[src/rtl/pipe_pkg.sv]
// Shared pipeline package: stage payload layouts and widths.
package pipe_pkg;

  localparam logic [31:0] NOP_INSTR = 32'h0000_0000;

  typedef struct packed {
    logic [31:0] pc_plus_4;
    logic [31:0] instruction;
  } if_id_t;

  typedef struct packed {
    logic [31:0] pc_plus_4;
    logic [31:0] rs_val;
    logic [31:0] rt_val;
    logic [31:0] imm;
    logic [4:0]  rt;
    logic [4:0]  rd;
    logic [7:0]  ctrl;
  } id_ex_t;

  typedef struct packed {
    logic [31:0] alu_result;
    logic [31:0] store_data;
    logic [4:0]  dest;
    logic [3:0]  ctrl;
  } ex_mem_t;

  typedef struct packed {
    logic [31:0] mem_data;
    logic [31:0] alu_result;
    logic [4:0]  dest;
    logic [1:0]  ctrl;
  } mem_wb_t;

  localparam int IF_ID_W  = $bits(if_id_t);
  localparam int ID_EX_W  = $bits(id_ex_t);
  localparam int EX_MEM_W = $bits(ex_mem_t);
  localparam int MEM_WB_W = $bits(mem_wb_t);

endpackage

[src/rtl/pipe_slot.sv]
// One valid+data holding register. clear beats load beats drop.
module pipe_slot #(
  parameter int              WIDTH       = 64,
  parameter logic [WIDTH-1:0] RESET_VALUE = '0
) (
  input  logic             clk,
  input  logic             reset,
  input  logic             load,
  input  logic             drop,
  input  logic             clear,
  input  logic [WIDTH-1:0] load_data,
  output logic             valid,
  output logic [WIDTH-1:0] data
);

  // Slot register: flush/reset return it to the bubble value.
  always_ff @(posedge clk or posedge reset) begin
    if (reset) begin
      valid <= 1'b0;
      data  <= RESET_VALUE;
    end else if (clear) begin
      valid <= 1'b0;
      data  <= RESET_VALUE;
    end else if (load) begin
      valid <= 1'b1;
      data  <= load_data;
    end else if (drop) begin
      valid <= 1'b0;
    end
  end

endmodule

[src/rtl/pipe_stage_reg.sv]
// Pipeline stage register with valid/ready, flush and stall counter.
// Define PIPE_SKID_EN to add a skid slot (registered in_ready, capacity 2).
module pipe_stage_reg
  import pipe_pkg::*;
#(
  parameter int               WIDTH       = IF_ID_W,
  parameter logic [WIDTH-1:0] RESET_VALUE = '0,
  parameter int               CNT_W       = 16
) (
  input  logic             clk,
  input  logic             reset,
  input  logic             in_valid,
  output logic             in_ready,
  input  logic [WIDTH-1:0] in_data,
  input  logic             flush,
  output logic             out_valid,
  input  logic             out_ready,
  output logic [WIDTH-1:0] out_data,
  output logic [CNT_W-1:0] stall_cycles
);

  localparam logic [CNT_W-1:0] CNT_MAX = '1;

  logic             in_fire, out_fire;
  logic             main_load, main_drop;
  logic [WIDTH-1:0] main_src;

  assign in_fire  = in_valid & in_ready;
  assign out_fire = out_valid & out_ready;

  pipe_slot #(.WIDTH(WIDTH), .RESET_VALUE(RESET_VALUE)) u_main (
    .clk       (clk),
    .reset     (reset),
    .load      (main_load),
    .drop      (main_drop),
    .clear     (flush),
    .load_data (main_src),
    .valid     (out_valid),
    .data      (out_data)
  );

`ifdef PIPE_SKID_EN
  logic             skid_load, skid_drop, skid_valid;
  logic [WIDTH-1:0] skid_data;

  pipe_slot #(.WIDTH(WIDTH), .RESET_VALUE(RESET_VALUE)) u_skid (
    .clk       (clk),
    .reset     (reset),
    .load      (skid_load),
    .drop      (skid_drop),
    .clear     (flush),
    .load_data (in_data),
    .valid     (skid_valid),
    .data      (skid_data)
  );

  // in_ready is straight off the skid valid flop.
  assign in_ready = ~skid_valid;

  // Slot steering: a stalled main diverts the new beat to skid; skid drains first.
  always_comb begin
    main_load = 1'b0;
    main_drop = 1'b0;
    main_src  = in_data;
    skid_load = 1'b0;
    skid_drop = 1'b0;
    if (!out_valid) begin
      main_load = in_fire;
    end else if (out_ready) begin
      if (skid_valid) begin
        main_load = 1'b1;
        main_src  = skid_data;
        skid_drop = 1'b1;
      end else if (in_fire) begin
        main_load = 1'b1;
      end else begin
        main_drop = 1'b1;
      end
    end else begin
      skid_load = in_fire;
    end
  end
`else
  // Capacity 1: accept whenever the held beat leaves this cycle.
  assign in_ready = ~out_valid | out_ready;

  // Slot steering: a new beat replaces the old one, otherwise a consumed beat empties.
  always_comb begin
    main_load = 1'b0;
    main_drop = 1'b0;
    main_src  = in_data;
    if (in_fire)       main_load = 1'b1;
    else if (out_fire) main_drop = 1'b1;
  end
`endif

  // Saturating stall counter; flush does not touch it.
  always_ff @(posedge clk or posedge reset) begin
    if (reset)                                               stall_cycles <= '0;
    else if (out_valid && !out_ready && stall_cycles != CNT_MAX) stall_cycles <= stall_cycles + 1'b1;
  end

endmodule

[config.mk]
export PLATFORM = sky130hd
export DESIGN_NAME = pipe_stage_reg
export DESIGN_NICKNAME = d
export VERILOG_FILES = /design/src/rtl/pipe_pkg.sv /design/src/rtl/pipe_slot.sv /design/src/rtl/pipe_stage_reg.sv
export SDC_FILE = /design/constraint.sdc
export NUM_CORES = 1
export LEC_CHECK = 0
export CELL_PAD_IN_SITES_DETAIL_PLACEMENT = 2
export CELL_PAD_IN_SITES_GLOBAL_PLACEMENT = 2
export CORE_ASPECT_RATIO = 1.1
export CORE_MARGIN = 2
export CORE_UTILIZATION = 38
export DETAILED_ROUTE_END_ITERATION = 6
export DONT_BUFFER_PORTS = 1
export PLACE_DENSITY_LB_ADDON = 0.25
export RECOVER_POWER = 100
export SLEW_MARGIN = 20
export SYNTH_ARGS = -nofsm -noshare
export SYNTH_HDL_FRONTEND = slang
export SYNTH_SLANG_ARGS = --single-unit
[constraint.sdc]
create_clock -name clk -period 3 [get_ports clk]
set_input_delay 0.45 -clock clk [delete_from_list [all_inputs] [get_ports clk]]
set_output_delay 0.45 -clock clk [all_outputs]
set_load 0.03 [all_outputs]
; ---- Word level (Yosys, flattened, before mapping)
; Index checks and enable logic that the tools add are counted.
[totals]
input_bits = 69
latchBits = 0
out_inout_bits = 82
mem_bits_rw = 0
mem_bits_ro = 0
regBits = 81
n_memories = 0
[classes]
bitwise = 4
muxes = 8
reduce_logical = 5
n_addsub = 1
order_cmp = 0
n_div = 0
mul = 0
shifts = 0
eq_ne = 1
[op_table]
columns = cell, count
row1 = $mux 64, 2
row2 = $add 16x1->16 const B, 1
row3 = $ne 16x16->1 const B, 1
row4 = $mux 1, 6
row5 = $reduce_bool 3->1, 1
row6 = $and 1x1->1, 2
row7 = $logic_and 1x1->1, 2
row8 = $reduce_bool 2->1, 1
row9 = $logic_not 1->1, 1
row10 = $not 1->1, 1
row11 = $or 1x1->1, 1

; ---- Logic depth before layout (Yosys ltp)
; Gate-level depths: netlist (run 1).
[logic_depth]
word_depth = 7
depth_mapped = 6
ltp_nobuf = 5

; ---- Modules after synthesis
; A second synthesis (run 1) with hierarchy kept.
[hier_totals]
cells_unflattened = 294
area_unflattened_um2 = 3569.7
[modules_own_cells]
columns = module, cells_each, instances, area_per_inst_um2, seq_area_each_um2
row1 = pipe_slot, 211, 1, 2673.8, 1626.6
row2 = pipe_stage_reg, 83, 1, 895.9, 400.4

; ---- Worst setup path after synthesis (run 1)
; OpenSTA, ideal clock, no wires.
[synth_timing]
kind = register to register
start = register stall_cycles[0]
end = register stall_cycles[1]
path_stages_with_launch = 6
setup_slack_ns = 1.121
t_arrival_ns = 1.752
period_less_slack_ns = 1.879
path_buffers = 0
path_cell_list = dfrtp_1 -> ha_1 -> nand3_2 -> nor4_4 -> or2b_2 -> mux2_1
[synth_via]
elab_chain_cells = 2
elab_cells_between_ends = 3
[synth_rtl]
columns = item, line
row1 = from (decl), pipe_stage_reg.sv:19  ; output logic [CNT_W-1:0] stall_cycles
row2 = from (signal assigned), pipe_stage_reg.sv:100  ; else if (out_valid && !out_ready && stall_cycles != CNT_MAX) stall_cycles <= stall_cycles + 1'b1;
row3 = "parallel branches: the longest is 2 deep, another holds $add 16x1->16", -
; Several ways; the timed one is not identified.
; A chain may end at the register's enable or synchronous reset.

; ---- Final worst setup path (run 1)
[layout_timing]
start = register u_main.valid
end = register u_main.data[44]
[layout_via]
elab_chain_cells = 5
[layout_rtl]
columns = item, line
row1 = from (decl), pipe_slot.sv:12  ; output logic valid,
row2 = from (signal assigned), pipe_slot.sv:19  ; valid <= 1'b0;
row3 = from (signal assigned), pipe_slot.sv:22  ; valid <= 1'b0;
row4 = from (signal assigned), pipe_slot.sv:25  ; valid <= 1'b1;
row5 = $not 1->1, pipe_stage_reg.sv:85  ; assign in_ready = ~out_valid | out_ready;
row6 = $or 1x1->1, pipe_stage_reg.sv:85
row7 = named net in_ready, pipe_stage_reg.sv:13  ; output logic in_ready,
row8 = $and 1x1->1, pipe_stage_reg.sv:28  ; assign in_fire = in_valid & in_ready;
row9 = $mux 1, pipe_stage_reg.sv:92  ; if (in_fire) main_load = 1'b1;
row10 = $reduce_bool 2->1 (no line), -
row11 = to (signal assigned), pipe_slot.sv:26  ; data <= load_data;
row12 = to (decl), pipe_slot.sv:13  ; output logic [WIDTH-1:0] data
; The timed path passes the listed nets, and every way through them passes these cells.

==> metrics.cfg, run 1 <==
[timing]
finalSetupViolations=0
fin_crit_ps=2370
final_hold_viol_count=0
drv_slew=42
timing.fmax_ghz=0.422
worst_pin_slew_ps=1750
tns_ps=0
rsz0062_at_grt=false
skew_ps=10.1
slew_headroom_pct=-17.0
period_share_pct=78.9

[pwr]
ir_drop_uv=284
cellPowerDensity_nw_per_um2=730
p_leak_nw=1.59

[clock_network]
h-tree-depth=3
numClockSinks=81
ctsHoldBuffers=0
clk_latency_ps=340
cts-buffers-inserted=9
cts_setup_buffers=0
cts-root-buf=clkbuf_8
cts.clk_slew.worst_paths_ps=70
ctsResizeCount=0
cts_tree=yes
clock_path_buffers=2

[critical_path]
cp_data_required_time_ps=3270
critPathBufInv=2
worstPathMaxFanout=64
worstPathArrival_ps=2640
path_cells=nor2b_1, inv_1, nand2_1, nor2_4, clkbuf_4, a22o_1
end_kind=flip-flop
worstSetupPathType=flip-flop to flip-flop
slowest_delay_ps=590
crit_family=buffers and inverters
cp_slowest_cell=clkbuf_4
start_kind=flip-flop
r2r_slack_ps=630

[floorplan]
coreArea_um2=7910
io_pins=151
rows=34
die_h_um=98.8
dieArea_um2=8900
start_util_pct=39.2
die_w_um=90.1

[synth]
yosysSeqAreaShare_pct=65.3
synth_edf_count=0
yosysUniqueCellTypes=35
syn_avg_cell_area_um2=14.0
synthFlopType=dfrtp_1
ys.warnings.count=0
synthesis.nets=291
yosys_register_bits=81
syn-cell-area_um2=3100
async_flop_share_pct=100
syn_inst=221

[layout]
fin_util_pct=43.1
ff_latch_area_um2=2030
multi_input_area_um2=987
drive_gt1_share_pct=9.69
syn_to_final_growth_pct=9.92
nNetsFinal=293
stdcell_count=335
final_cell_area_um2=3410
antenna_cells=0
fill_cells=812

[route]
remaining_drc_errors=0
antenna_left=0
first_pass_iters=4
postRouteWirelength_um=7570
vias_per_cell=5.87
first_iter_violations=70
wl_per_cell_um=22.6
vias=1965

[global_routing]
grt_antenna_before_repair=0
gr-total-overflow=0
grt_pass1_wl_um=12300
grt_pass1_vias=2106
grt_max_degree=65
track_usage_pct=17.6

[run_status]
status=complete, but fails checks
violations=capacitance limit, slew limit

[place]
hpwl_um=5180
gp_congestion=0.719
io_buffers=0
placed_cells=320
place_area_um2=3240

[flow_run]
cap_violations=1

[min_path]
hold_path_class=primary input to flip-flop

-- cell usage after synthesis, types with 2 or more instances --
| cell | n | area share (%) |
|---|---|---|
| nand3_1 | 3 | 0.48 |
| buf_2 | 12 | 1.9 |
| xor2_1 | 6 | 1.7 |
| a31oi_1 | 3 | 0.61 |
| nand2_1 | 5 | 0.61 |
| a22o_1 | 64 | 18 |
| dfrtp_1 | 81 | 65 |
| nand4_1 | 5 | 1.0 |
| nor2_1 | 6 | 0.73 |
| and4_1 | 2 | 0.56 |
| xnor2_1 | 5 | 1.4 |
| nor3_1 | 6 | 0.97 |
-- power by group --
part / switching, mW / leakage [nW] / internal, mW
clock network: 0.380 / 0.110 / 0.490
registers: 0.265 / 1.08 / 1.17
logic: 0.102 / 0.394 / 0.0784
total: 0.746 / 1.59 / 1.74
-- cells by family after synthesis --
| kind of cell | count (synthesis) | synth area share (%) |
|---|---|---|
| muxes | 1 | 0.363 |
| xor gates and xnor gates | 11 | 3.11 |
| AOI/OAI and AO/OA | 73 | 20.4 |
| DFF | 81 | 65.3 |
| buffers and inverters | 14 | 2.18 |
| adders and majority gates | 1 | 0.403 |
| and+or+nand+nor | 40 | 8.23 |
-- state kept, by name, summed over array words and instances, names as in the netlist --
signal	flops
stall_cycles	16
u_main.valid	1
u_main.data	64
-- routing by layer --
metal	track usage (%)	vias to the layer above	share of wire (%)
met5	0	-	0
met4	4.97	0	1.1
met3	7.49	8	9.1
met2	27.2	85	51
met1	22.8	1023	39
li1	-	849	-
-- worst paths after layout --
kind / start / to / cells after the start
worst max-delay path: u_main.valid / u_main.data[44] / 6
worst max register to register: u_main.valid / u_main.data[44] / 6
worst min-delay path: flush / u_main.valid / 1
max in group asynchronous: reset / u_main.data[13] / 2
worst min register to register: stall_cycles[10] / stall_cycles[10] / 1
min in group asynchronous: reset / stall_cycles[0] / 1
-- final cells by class --
type	count	area share, %
Clock inverter	4	2.28
Clock buffer	11	4.15
Sequential cell	81	59.4
Inverter	2	0.257
Tap cell	108	3.96
Timing Repair Buffer	3	0.954
Multi-Input combinational cell	126	29.0
-- per-stage QoR --
stage          hold WS (ps)  total power, mW  setup WS, ps
2_1_floorplan           516             1.59           470
3_3_place_gp            469             1.65           981
3_5_place_dp            465             1.66           938
4_1_cts                79.9             2.54           923
5_1_grt                 148             2.61           429
6_report                169             2.49           633
-- cells in the final DEF (no fill, tap or decap), drive strengths merged --
cell type  netlist  routed
dfrtp           81      81
a22o            64      64
clkbuf           0      13
nor2             7       7
xor2             6       6
nor3             6       6
nand2            5       5
nand4            5       5
xnor2            5       5
nand3            4       4
a31oi            3       3
nor2b            2       2
and4             2       2
or3              2       2
clkinv           0       2
bufinv           0       2
a21oi            2       2
inv              2       1
clkinvlp         0       1
and2             1       1
a2111oi          1       1
nor4             1       1
or2b             1       1
mux2             1       1
nand3b           1       1
nor4b            1       1
or2              1       1
nor3b            1       1
a211oi           1       1
a2bb2oi          1       1
o21a             1       1
ha               1       1
buf             12       1
Power figures use the tool's default switching activity.
==> inputs of run 2 (changes only) <==
Settings changed: CORE_UTILIZATION 38 to 35.
Clock period 3 ns to 2 ns, I/O delays scaled along.
==> run 2 against run 1 <==
  * The run now ends clean
  * Worst hold slack got worse by 92 ps
  * Sequential share of layout area shrank 1.4 points
  * Clock skew down 2.0 ps
  * Fmax rose by 35%
  * Flip-flop and latch count is the same
  * Critical path depth shrank 1
  * Sequential power is 40% higher
  * Count of clock-buffer cells in the layout is 1 lower
  * Cell count up 8.7%
  * Register-to-register slack got worse by 390 ps
  * Utilization decreased by 3.2 points
  * Largest cell class unchanged
  * Highest routed layer unchanged
==> metrics.cfg, run 2 (synthesis results as in run 1) <==
[run_status]
status=completed

[clock_network]
clk_latency_ps=350  ; about the same
clock_path_buffers=2  ; unchanged
numClockSinks=81  ; unchanged
cts.clk_slew.worst_paths_ps=100  ; +30 ps
cts-root-buf=clkbuf_8
cts-buffers-inserted=9  ; unchanged
h-tree-depth=3  ; unchanged
cts_tree=yes
cts_setup_buffers=0  ; unchanged

[route]
remaining_drc_errors=0  ; unchanged
vias_per_cell=5.63  ; -4.0%
first_pass_iters=4  ; unchanged
vias=2049  ; +4.3%
first_iter_violations=71  ; +1.4%
wl_per_cell_um=21.7  ; -4.1%
postRouteWirelength_um=7890  ; +4.2%
antenna_left=0  ; unchanged

[timing]
skew_ps=8.08  ; -1.98 ps
finalSetupViolations=0  ; unchanged
tns_ps=0  ; unchanged
holdWs_ps=77.2  ; -92.2 ps
slew_headroom_pct=26.8  ; +44 points
fin_crit_ps=1760  ; -608 ps
drv_slew=0  ; -100%
rsz0062_at_grt=false
final_hold_viol_count=0  ; unchanged
period_share_pct=88.0  ; +9.1 points
timing.fmax_ghz=0.568  ; +35%
worst_pin_slew_ps=1100  ; -648 ps

[global_routing]
grt_max_degree=82  ; +26%
track_usage_pct=16.4  ; -1.2 points
grt_pass1_wl_um=12100  ; -1.9%
grt_antenna_before_repair=0  ; unchanged
grt_pass1_vias=2210  ; +4.9%
gr-total-overflow=0  ; unchanged

[floorplan]
die_w_um=93.8  ; +4.0%
die_h_um=103  ; +4.0%
dieArea_um2=9630  ; +8.2%
io_pins=151  ; unchanged
coreArea_um2=8740  ; +10%
rows=36  ; +5.9%
start_util_pct=35.5  ; -3.7 points

[layout]
layout_common_cells=dfrtp_1 (81), a22o_1 (64), clkbuf_1 (16), clkbuf_8 (10)
largest_registers=u_main.data: 64 flops, stall_cycles: 16 flops, u_main.valid: 1 flops
fill_cells=911  ; +12%
nNetsFinal=315  ; +7.5%
ff_latch_area_um2=2030  ; unchanged
drive_gt1_share_pct=12.0  ; +2.3 points
largest_reg_flops=64  ; unchanged
antenna_cells=0  ; unchanged
syn_to_final_growth_pct=12.5
final_common_cell=dfrtp_1
regMostFlops=u_main.data
multi_input_area_um2=988  ; +0.13%

[critical_path]
worstSetupPathType=flip-flop to flip-flop
start_kind=flip-flop
slowest_delay_ps=500  ; -90 ps
cp_data_required_time_ps=2270  ; -1000 ps
end_kind=flip-flop
worstPathArrival_ps=2030  ; -610 ps
worstPathMaxFanout=43  ; -33%
path_cells=nor2b_4, inv_2, a21oi_1, clkbuf_4, a22o_1
cp_slowest_cell=clkbuf_4

[place]
io_buffers=0  ; unchanged
hpwl_um=5480  ; +5.7%
gp_congestion=0.706  ; -1.8%

[pwr]
cellPowerDensity_nw_per_um2=1030  ; +42%
ir_drop_uv=379  ; +33%
p_leak_nw=1.61  ; +1.7%

[flow_run]
cap_violations=0  ; -1

[min_path]
hold_path_class=primary input to flip-flop

==> run 2: cell types whose count changed in the layout (fill, tap and decap cells not counted), sizes merged <==
cell         before  now
buf               1    4
inv               1    3
bufinv            2    0
clkinvlp          1    3
dlygate4sd3       0    2
clkbuf           13   29
==> run 2: power breakdown <==
group | internal (mW) | switching, mW | total, mW
clock network | 0.498 | 0.625 | 1.12
logic | 0.158 | 0.317 | 0.475
registers | 1.76 | 0.249 | 2.01
==> run 2: timing repair <==
action / 4_1_cts / 5_1_grt
hold buffers: 2 / 0
gates resized for setup: 0 / 0
hold endpoints to repair: 82 / 0
==> run 2: worst paths after layout <==
kind,from,to,slack [ps],cells past startpoint
worst max register to register,u_main.valid,u_main.data[4],240,5
worst max-delay path,u_main.valid,u_main.data[4],240,5
worst min register to register,stall_cycles[15],stall_cycles[15],560,1
min in group asynchronous,reset,u_main.data[45],830,3
max in group asynchronous,reset,u_main.data[36],470,3
worst min-delay path,in_data[47],u_main.data[47],80,1
==> run 2: metrics by stage <==
step	area (um^2)	cells	setup WS, ps	power, mW	util [%]
after floorplan	3110	221	121	2.38	-
after global placement	3390	346	296	2.55	38.7
after detailed placement	3390	346	291	2.57	38.7
after CTS	3590	364	270	3.72	41.1
after global routing	3490	364	88.8	3.82	39.9
final	3490	364	240	3.61	39.9
==> run 2: metal layers <==
| metal | global-route usage, % | wire [um] | vias up |
|---|---|---|---|
| li1 | - | - | 887 |
| met1 | 20.0 | 2980 | 1060 |
| met2 | 27.3 | 4060 | 92 |
| met3 | 5.77 | 750 | 10 |
| met4 | 5.91 | 93 | 0 |
| met5 | 0 | 0 | - |
==> run 2: final cells by class <==
class                      count  area share, %
sequential                    81           58.1
timing repair buffer          25           3.80
inverter                       2          0.323
clock buffer                  10           3.94
clock inverter                 6           1.43
multi-input combinational    126           28.3
tap                          114           4.09
==> run 2: critical path: cells and delay by family, from the launching register on <==
kind                   cells  cell delay (ps)
AO/OA/AOI/OAI              2              480
AND/OR/NAND/NOR            1              180
flip-flops                 1              360
buffers and inverters      2              640
